===== src/rtl/shift_add_multiplier_if.sv =====
// Handshake bundle for shift_add_multiplier: operand side (in_valid/in_ready/a/b)
// and result side (out_valid/out_ready/product), plus the busy status flag.
// master = producer/consumer side, slave = the multiplier itself.
interface shift_add_multiplier_if #(
    parameter int unsigned N = 32
);
    logic           in_valid;
    logic           in_ready;
    logic [N-1:0]   a;
    logic [N-1:0]   b;
    logic           out_valid;
    logic           out_ready;
    logic [2*N-1:0] product;
    logic           busy;

    modport master (
        output in_valid, a, b, out_ready,
        input  in_ready, out_valid, product, busy
    );

    modport slave (
        input  in_valid, a, b, out_ready,
        output in_ready, out_valid, product, busy
    );
endinterface


===== src/rtl/shift_add_multiplier.sv =====
// Sequential unsigned shift-and-add multiplier, N x N -> 2N bits.
// One partial product per BUSY cycle; result held in DONE until out_ready.
// Optional macro SHIFT_ADD_MULT_EARLY_EXIT_EN: finish as soon as no multiplier
// bits remain, giving latency 1 + index of the highest set bit of b.
module shift_add_multiplier #(
    parameter int unsigned N = 32
) (
    input  logic                  clk,
    input  logic                  rst_n,
    shift_add_multiplier_if.slave bus
);
    localparam int unsigned CW = $clog2(N);
    localparam logic [CW-1:0] LAST = CW'(N - 1);

    typedef enum logic [1:0] {
        IDLE,
        BUSY,
        DONE
    } state_t;

    state_t         state, state_nx;
    logic [2*N-1:0] acc;
    logic [2*N-1:0] mcand;
    logic [2*N-1:0] acc_sum;
    logic [2*N-1:0] prod_q;
    logic [N-1:0]   mplier;
    logic [CW-1:0]  count;
    logic           last;
    logic           accept;

    assign accept = (state == IDLE) && bus.in_valid;

    // Partial-product sum and end-of-operation detection for the current BUSY cycle
    always_comb begin
        acc_sum = mplier[0] ? (acc + mcand) : acc;
`ifdef SHIFT_ADD_MULT_EARLY_EXIT_EN
        // Done once the bits still to be shifted in are all zero; this makes
        // b=0 and b=1 both take a single BUSY cycle.
        last = (count == LAST) || (mplier[N-1:1] == '0);
`else
        last = (count == LAST);
`endif
    end

    // State register
    always_ff @(posedge clk or negedge rst_n) begin
        if (!rst_n) begin
            state <= IDLE;
        end else begin
            state <= state_nx;
        end
    end

    // Next-state logic
    always_comb begin
        state_nx = state;
        case (state)
            IDLE:    if (bus.in_valid) state_nx = BUSY;
            BUSY:    if (last) state_nx = DONE;
            DONE:    if (bus.out_ready) state_nx = IDLE;
            default: state_nx = IDLE;
        endcase
    end

    // Datapath: operand load on accept, shift/accumulate while BUSY, capture result
    always_ff @(posedge clk or negedge rst_n) begin
        if (!rst_n) begin
            acc    <= '0;
            mcand  <= '0;
            mplier <= '0;
            count  <= '0;
            prod_q <= '0;
        end else if (accept) begin
            mcand  <= {{N{1'b0}}, bus.a};
            mplier <= bus.b;
            acc    <= '0;
            count  <= '0;
        end else if (state == BUSY) begin
            acc    <= acc_sum;
            mcand  <= mcand << 1;
            mplier <= mplier >> 1;
            count  <= count + 1'b1;
            if (last) begin
                prod_q <= acc_sum;
            end
        end
    end

    assign bus.in_ready  = (state == IDLE);
    assign bus.busy      = (state == BUSY);
    assign bus.out_valid = (state == DONE);
    assign bus.product   = prod_q;
endmodule


===== src/flat_wrapper.sv =====
// flat-port wrapper written by rule: the top's interface ports become plain ports
module shift_add_multiplier_flat 
#(
    parameter int unsigned N = 32
)
  (clk, rst_n, bus_in_valid, bus_a, bus_b, bus_out_ready, bus_in_ready, bus_out_valid, bus_product, bus_busy);
  shift_add_multiplier_if #(.N(N)) bus_i ();
  input  logic clk;
  input  logic rst_n;
  input wire logic [$bits(bus_i.in_valid)-1:0] bus_in_valid;
  input wire logic [$bits(bus_i.a)-1:0] bus_a;
  input wire logic [$bits(bus_i.b)-1:0] bus_b;
  input wire logic [$bits(bus_i.out_ready)-1:0] bus_out_ready;
  output wire logic [$bits(bus_i.in_ready)-1:0] bus_in_ready;
  output wire logic [$bits(bus_i.out_valid)-1:0] bus_out_valid;
  output wire logic [$bits(bus_i.product)-1:0] bus_product;
  output wire logic [$bits(bus_i.busy)-1:0] bus_busy;
  assign bus_i.in_valid = bus_in_valid;
  assign bus_i.a = bus_a;
  assign bus_i.b = bus_b;
  assign bus_i.out_ready = bus_out_ready;
  assign bus_in_ready = bus_i.in_ready;
  assign bus_out_valid = bus_i.out_valid;
  assign bus_product = bus_i.product;
  assign bus_busy = bus_i.busy;
  shift_add_multiplier #(.N(N)) u_core (.clk(clk), .rst_n(rst_n), .bus(bus_i));
endmodule

===== config.mk =====
export PLATFORM = sky130hd
export DESIGN_NAME = shift_add_multiplier_flat
export DESIGN_NICKNAME = d
export VERILOG_FILES = /design/src/rtl/shift_add_multiplier_if.sv /design/src/rtl/shift_add_multiplier.sv /design/src/flat_wrapper.sv
export SDC_FILE = /design/constraint.sdc
export NUM_CORES = 1
export LEC_CHECK = 0
export BUFFER_PORTS_ARGS = -buffer_cell sky130_fd_sc_hd__buf_2
export CAP_MARGIN = 20
export CORE_AREA = 2 2 304 156
export CTS_CLUSTER_DIAMETER = 120
export DETAILED_ROUTE_END_ITERATION = 6
export DIE_AREA = 0 0 306 158
export RECOVER_POWER = 100
export SYNTH_ARGS = -nofsm -noshare
export SYNTH_HDL_FRONTEND = slang
export SYNTH_SLANG_ARGS = --single-unit

===== constraint.sdc =====
create_clock -name clk -period 3.9 [get_ports clk]
set_clock_uncertainty 0.05 [all_clocks]
set_input_delay 0.585 -clock clk [delete_from_list [all_inputs] [get_ports clk]]
set_output_delay 0.585 -clock clk [all_outputs]
set_load 0.01 [all_outputs]

======== Word level (Yosys, flattened, before mapping) ========
Cells that the tools add are included.
cells by class
  reductions and logical operators ........ 5
  muxes and demuxes ....................... 13
  equal/unequal tests ..................... 6
  add/subtract/negate cells ............... 2
  bitwise logic cells ..................... 1
operators by type and width
  cell                                                                     count
  64-bit 2-to-1 mux                                                        5
  64-bit adder                                                             1
  32-bit 2-to-1 mux                                                        2
  5-bit 2-to-1 mux                                                         2
  2-bit 2-to-1 mux                                                         3
  2-bit case mux with 3 select lines                                       1
  3-bit AND reduction                                                      2
  5-bit by 1-bit adder with 5-bit output, second input constant            1
  5-bit equality test, second input constant                               1
  2-bit inequality test, second input constant                             2
  2-bit by 1-bit equality test with 1-bit output, second input constant    1
  2-bit equality test, second input constant                               1
  2-bit zero test                                                          1
  2-bit by 1-bit inequality test with 1-bit output, second input constant  1
  2-bit nonzero test                                                       1
  1-bit logical AND                                                        1
  1-bit inverter                                                           1
storage, ports and cells
  input port bits ......................... 68
  output and inout port bits .............. 67
  logic and storage cells ................. 33
  bits in registers ....................... 231

======== Logic depth before layout (Yosys ltp) ========
Gate-level depths: netlist of the first run.
  depth in word-level cells ............... 4
  mapped depth ............................ 13
  mapped depth without buffers ............ 13

======== Worst setup path after synthesis of the first run ========
Ideal clock, no wire load.
  path kind ............................... reg2reg
  start ................................... register u_core.mcand[0]
  end ..................................... register u_core.prod_q[60] (netlist: u_core.bus.product[60])
  period minus slack after synthesis ...... 3.253 ns
  arrival time ............................ 3.077 ns
  slack ................................... 0.647 ns
  buffers on the path ..................... 0
  required time ........................... 3.724 ns
  library setup time ...................... 0.126 ns
  cell stages (with the launch flop) ...... 14
  path through ............................ dfrtp_1 ha_1 fa_1 a21oi_1 o21ai_0 a21oi_1 a211oi_1 o21ai_1 o21ai_1 a21oi_1 nor2_1 a221oi_1 xnor2_1 a221o_1
on the way
  word-level cells in the longest chain between the ends .. 2
RTL lines
  item                      line                        text
  start: declaration        shift_add_multiplier.sv:23  logic [2*N-1:0] mcand;
  start signal: assignment  shift_add_multiplier.sv:74  mcand <= {{N{1'b0}}, bus.a};
  start signal: assignment  shift_add_multiplier.sv:80  mcand <= mcand << 1;
  64-bit adder              shift_add_multiplier.sv:35  acc_sum = mplier[0] ? (acc + mcand) : acc;
  64-bit 2-to-1 mux         shift_add_multiplier.sv:35
  end signal: assignment    shift_add_multiplier.sv:84  prod_q <= acc_sum;
  end: declaration          shift_add_multiplier.sv:25  logic [2*N-1:0] prod_q;
Every way passes these cells.
A chain may end at the register's enable or synchronous reset.

======== Worst setup path in the final report of the first run ========
  start ................................... register u_core.mcand[6]
  end ..................................... register u_core.prod_q[57] (netlist: u_core.bus.product[57])
Same word-level chain as after synthesis.

==> results.md, run 1 <==
* CP max-delay cell: o31ai_4
* Sw Share at 47.1%
* Starting Density at 28.6%
* Most frequent cell after synthesis: nand2_1
* Vias per cell at 5.31
* Post-synthesis cell count at 1473
* Data required time of the worst path at around 4.3 ns
* Ports at roughly 140
* Syn_area_per_cell at 8.91 um^2
* Antenna viol nets, final at 0
* Crit end category: flop
* Drt drc at 0
* Worst path max stage delay at 0.45 ns
* Ys async rst share at 100%
* Type of origin of the critical path: flop
* Max_cap viols at 3
* Largest cells by area after synthesis: dfrtp_1 44%, nand2_1 9.2%, ha_1 6.2%
* Post-Synth XOR/XNOR Area at 4.01%
* Register area share after synthesis at between 40 and 50%
* CP Cell Sequence: ha_1 > a21oi_1 > o21ai_0 > a21oi_1 > a211o_1 > nor2b_4 > o31ai_4 > a21oi_2 > o31ai_4 > a21oi_2 > a2111o_1 > nand3_1
* Reg clk slew, reported paths at 0.07 ns
* Initial antenna violation count at 0
* Post-synth EDFFs at 0
* Post-route design area at 0.0152 mm^2
* Final setup TNS at 0 ns
* Wirelength per Cell at roughly 19 um
* First-pass GRT wire length at 65800 um
* Num rows at 56
* All-Layer GR Usage at roughly 17%
* Area of the die at 0.0483 mm^2
* Critical path class: reg -> reg
* TritonCTS clock tree: built
* Main combinational cell family by area after synthesis: compound AO/OA/AOI/OAI gates
* Register bit total from synthesis at 231
* CP bufs+invs at 0
* Worst Max-Slew Pin Slew at 2.52 ns
* Fin. max-slew vios at 197
* Number of H-tree levels at 1
* Cts hold-fix bufs at 0
* Post-synth top cells: 323 x nand2_1, 231 x dfrtp_1, 150 x o21ai_0, 96 x a21oi_1, 85 x clkbuf_1
* P_sw at 6.96 mW
* Routability congestion estimate at 0.989
* Final setup viols at 0
* Synth Area in Compound Gates at between 20% and 30%
* Seq pwr share at roughly 28%
* Clock Path Buffers at 3
* Design Power at 14.8 mW
* Status: complete, but fails checks
* Post-synthesis mux area share at 3.60%
* Post-synth cell types at 60
* CTS Sinks at 231
* Period minus WS final at 3.74 ns
* Area Overhead vs Synth at 15.9%
* TritonCTS buffer count at 23
* WHS at 0.207 ns
* Total Routed Length at 41700 um
* Comb power frac at between 50 and 60%
* Top_reg_cell synth: dfrtp_1
* Relative slew slack at -67.8%
* Core area at 0.0459 mm^2
* Yosys top cell area share at 44.1%
* Grt ovf at 0
* P_leak at 7.26 nW
* Clk_lat worst skew at around 0.55 ns
* Failing checks: capacitance limit, slew limit
* Critical path fanouts, max at 5
* CP top delay family: compound AO/OA/AOI/OAI gates
* Final period util at 95.8%
* Mapped cell area at 0.0131 mm^2
* Die W at 306 um
* Final hold viol count at 0
* Max Clk Rate at 268 MHz
* Clock network power share at 16.2%
* DRT iter0 DRCs at 1223
* Power per cell area at 973 mW/mm^2
* Nets at 1705
* Worst path arrival time at between 4 and 5 ns
* Die Y at 158 um
* CTS root buf: clkbuf_16
* Placed inst area at 0.0145 mm^2
* Pre-antenna DRT Iters at 5
* Syn Nets at 1607
* Hold Crit Class: in -> reg
* Largest net degree at the start of global routing at 95
* Proportion of layout cells with a drive suffix above 1 at 10.4%
* Yosys top cell by area: dfrtp_1
* # diodes at 0
* PortBufs at 134
* Synthesis Warnings at 0
* Adder-Cell Fraction of Synth Area at 6.35%
* Internal at 7.84 mW
* Vias post-DR at around 12000
* Synth Area in Simple Gates at around 16%
* Worst vdd ir at 0.394 mV
* Vias in the first global route at 11000
* Post-DP HPWL at 29900 um
-- flip-flops by register name, summed over array words and instances (netlist names) --
register and count:
u_core.acc 64, u_core.bus.product 64, u_core.count 5, u_core.mcand 64
u_core.mplier 32, u_core.state 2
-- metrics by stage --
step / utilization (%) / setup slack (ns) / cells
after CTS: 33.4 / 0.0151 / 2196
after floorplan: - / 0.647 / 1473
after global routing: 33.1 / -0.0739 / 2197
after global placement: 31.6 / 0.0937 / 2154
after detailed placement: 31.6 / 0.0532 / 2154
final: 33.1 / 0.164 / 2197
-- area by class of cell --
cell class / instances / area [um^2]
clock buffers: 30 / 632
clock inverters: 12 / 154
fillers: 4816 / 30700
inverters: 20 / 76.3
multi-input cells: 1123 / 6960
flip-flops and latches: 231 / 5780
well taps: 609 / 762
repair buffers: 172 / 850
-- cells by family after synthesis --
| logic type | Yosys count |
|---|---|
| flops | 231 |
| buf+inv | 119 |
| fa+ha+maj | 66 |
| mux | 47 |
| xor+xnor | 60 |
| simple gates | 487 |
| compound gates | 463 |
-- power by group through the flow --
stage	clock network, mW	logic (mW)	registers, mW
CTS	2.46	8.10	4.18
detailed placement	0	8.05	4.21
global route	2.56	9.07	4.34
floorplan	0	5.62	4.08
global placement	0	7.98	4.17
finish	2.40	8.21	4.19
-- routing by layer --
| metal | share of wire, % | track usage (%) | vias up | wire [um] |
|---|---|---|---|---|
| met5 | 0 | 0 | - | 0 |
| met4 | 1.5 | 2.81 | 0 | 628 |
| met3 | 8.7 | 3.68 | 40 | 3620 |
| met2 | 39 | 23.3 | 486 | 16200 |
| met1 | 51 | 27.5 | 5698 | 21300 |
| li1 | - | - | 5446 | - |
-- worst reg2reg max path: stages (launching register included) --
cell and delay, ns:
dfrtp_1 0.42, ha_1 0.39, a21oi_1 0.09, o21ai_0 0.26, a21oi_1 0.19, a211o_1 0.38
nor2b_4 0.17, o31ai_4 0.36, a21oi_2 0.19, o31ai_4 0.45, a21oi_2 0.19, a2111o_1 0.45
nand3_1 0.08
-- cell usage in the layout, fill, tap and decap left out, drive strengths merged, types with 40 or more instances in the layout --
cell	instances
mux2i	46
nor2	49
a21oi	98
nand2	323
a21o	45
a22o	40
o21ai	153
a22oi	62
clkbuf	109
dfrtp	231
ha	65
buf	93
-- repair_timing --
item                       4_1_cts  5_1_grt
setup endpoints to repair        0       15
resized for setup                0       16
setup buffers                    0        1
-- path summary, 6_finish.rpt --
path / depth (start not counted) / to / slack, ns / start
min in group asynchronous: 1 / u_core.bus.product[7]$_DFFE_PN0P_ / 0.70 / rst_n
hold reg to reg: 2 / u_core.bus.product[8]$_DFFE_PN0P_ / 0.43 / u_core.bus.product[8]$_DFFE_PN0P_
setup / recovery: 12 / u_core.bus.product[57]$_DFFE_PN0P_ / 0.16 / u_core.mcand[6]$_DFFE_PN0P_
max in group asynchronous: 2 / u_core.acc[6]$_DFFE_PN0P_ / 0.99 / rst_n
setup reg to reg: 12 / u_core.bus.product[57]$_DFFE_PN0P_ / 0.16 / u_core.mcand[6]$_DFFE_PN0P_
hold / removal: 3 / u_core.mcand[28]$_DFFE_PN0P_ / 0.21 / bus_a[28]
(Power assumes the default switching activity.)
==> run 2: changes to the inputs <==
- GPL_ROUTABILITY_DRIVEN: unset -> 0
- RECOVER_POWER: 100 -> unset
==> results.md, run 2 (same netlist as run 1, synthesis figures left out) <==
* Status: complete, but fails checks
* Failing checks: hold timing
* Pre-CTS setup slack at between 0.05 and 0.06 ns
* Area of the die at 0.0483 mm^2
* Reg2reg setup slack at 0.13 ns
* Die W at 306 um
* CTS Sinks at 231
* TritonCTS buffer count at 23
* Proportion of layout cells with a drive suffix above 1 at roughly 15%
* Type of origin of the critical path: flop
* CP top delay family: compound AO/OA/AOI/OAI gates
* Final setup TNS at 0 ns
* Ports at between 100 and 150
* Antenna viol nets, final at 0
* Vias per cell at between 5 and 6
* All-Layer GR Usage at 17.2%
* Nets at ~1700
* Final Worst Setup Slack at 0.132 ns
* # diodes at 0
* Max Clk Rate at 265 MHz
* Reg clk slew, reported paths at 0.07 ns
* CTS root buf: clkbuf_16
* Most frequent cells in the layout: 322 x nand2_1, 230 x dfrtp_1, 146 x o21ai_0
* Drt drc at 0
* Crit end category: flop
* Pre-antenna DRT Iters at 5
* Fin util at between 30% and 40%
* Fillers at 4794
* Worst vdd ir at 0.396 mV
* Largest net degree at the start of global routing at 95
* Core area at approximately 0.046 mm^2
* Design Power at 14.9 mW
* WHS at -0.0377 ns
* Data required time of the worst path at 4.31 ns
* First-pass GRT wire length at 65800 um
* Number of H-tree levels at 1
* Met3 Wirelength at 3480 um
* Final period util at 96.6%
* Critical path fanouts, max at 5
* Worst path arrival time at about 4.2 ns
* Num rows at 56
* Power per cell area at a little under 1000 mW/mm^2
* Reg-to-reg startpoint: u_core.mcand[6]$_DFFE_PN0P_
* Commonest non-fill, non-tap cell in the layout: nand2_1
* Post-DP HPWL at about 30000 um
* Met1 WL at around 21000 um
* Post-route design area at between 0.015 and 0.02 mm^2
* Starting Density at between 20 and 30%
* Placed inst area at approximately 0.015 mm^2
* Final hold viol count at 16
* Placed Instances at 2154
* Initial antenna violation count at 0
* Wirelength per Cell at 19.0 um
* Finished Layout Cells at 2197
* Cts hold-fix bufs at 0
* DRT iter0 DRCs at roughly 1200
* Crit Reg-Reg Endpoint: u_core.bus.product[61]$_DFFE_PN0P_
* CP max-delay cell: o31ai_4
* Hold Crit Class: in -> async
* PortBufs at 134
* Relative slew slack at roughly two fifths
* CP Cell Sequence: ha_1 > a21oi_1 > o21ai_0 > a21oi_1 > a211o_1 > nor2b_4 > o31ai_4 > a21oi_2 > o31ai_4 > a31oi_1 > a2111o_1 > nand3_1
* Total Routed Length at between 40000 and 50000 um
* P_leak at 7.57 nW
* Vias post-DR at roughly 12000
* Grt ovf at 0
* TritonCTS clock tree: built
* Worst Max-Slew Pin Slew at 0.900 ns
* Metal2 WL at 16100 um
* Max_cap viols at 0
* Clock Path Buffers at 3
* Vias in the first global route at 11000
* Fin. max-slew vios at 0
* Final setup viols at 0
* Die Y at 158 um
* CP bufs+invs at 0
* R2R cell count at 12
* Period minus WS final at 3.77 ns
* Worst path max stage delay at 0.45 ns
* Area Overhead vs Synth at 17.2%
* Critical path class: reg -> reg
* Highest routing layer actually used: met4
* Clk_lat worst skew at 0.55 ns
## run 2: cell count changes in the layout (fill, tap and decap cells not counted), moves of 2 or more
cell      previous run  this run
clkbuf_1            75         4
buf_4               25        36
clkbuf_2             8         0
nor2_4               0         2
buf_2               67       133
## run 2: worst register-to-register path: stages, from the launching register on
cell and delay, ns:
dfrtp_1 0.43, ha_1 0.40, a21oi_1 0.09, o21ai_0 0.27
a21oi_1 0.19, a211o_1 0.38, nor2b_4 0.17, o31ai_4 0.36
a21oi_2 0.19, o31ai_4 0.46, a31oi_1 0.25, a2111o_1 0.40
nand3_1 0.08
## run 2: what timing repair did
item	CTS	global route
setup endpoints to repair	0	15
resized for setup	0	16
buffers inserted	0	1
## run 2: where the power goes
part / switching, mW / total (mW) / internal [mW]
sequential: 0.771 / 4.19 / 3.41
combinational: 5.14 / 8.30 / 3.16
clock: 1.05 / 2.40 / 1.36
## run 2: area by class of cell
cell class / count / area [um^2] / share of cell area, %
Multi-Input combinational cell: 1123 / 6970 / 45.4
Clock buffer: 30 / 632 / 4.11
Sequential cell: 231 / 5780 / 37.6
Clock inverter: 12 / 154 / 1.00
Tap cell: 609 / 762 / 4.96
Inverter: 20 / 76.3 / 0.497
Timing Repair Buffer: 172 / 991 / 6.45
## run 2: metal layers
layer,up-vias,track usage [%]
met3,43,3.68
li1,5445,-
met4,0,2.81
met2,457,23.3
met1,5729,27.5
met5,-,0
## run 2: worst max path at each step
stage	depth (start not counted)	from	slack [ns]	end
final	12	u_core.mcand[6]$_DFFE_PN0P_	0.13	u_core.bus.product[61]$_DFFE_PN0P_
after global routing	15	u_core.mcand[0]$_DFFE_PN0P_	-0.07	u_core.bus.product[54]$_DFFE_PN0P_
after CTS	13	u_core.mcand[19]$_DFFE_PN0P_	0.02	u_core.bus.product[40]$_DFFE_PN0P_
after detailed placement	13	u_core.mcand[9]$_DFFE_PN0P_	0.05	u_core.bus.product[40]$_DFFE_PN0P_
after global placement	13	u_core.mcand[19]$_DFFE_PN0P_	0.09	u_core.bus.product[60]$_DFFE_PN0P_
after floorplan	13	u_core.mcand[0]$_DFFE_PN0P_	0.65	u_core.bus.product[60]$_DFFE_PN0P_
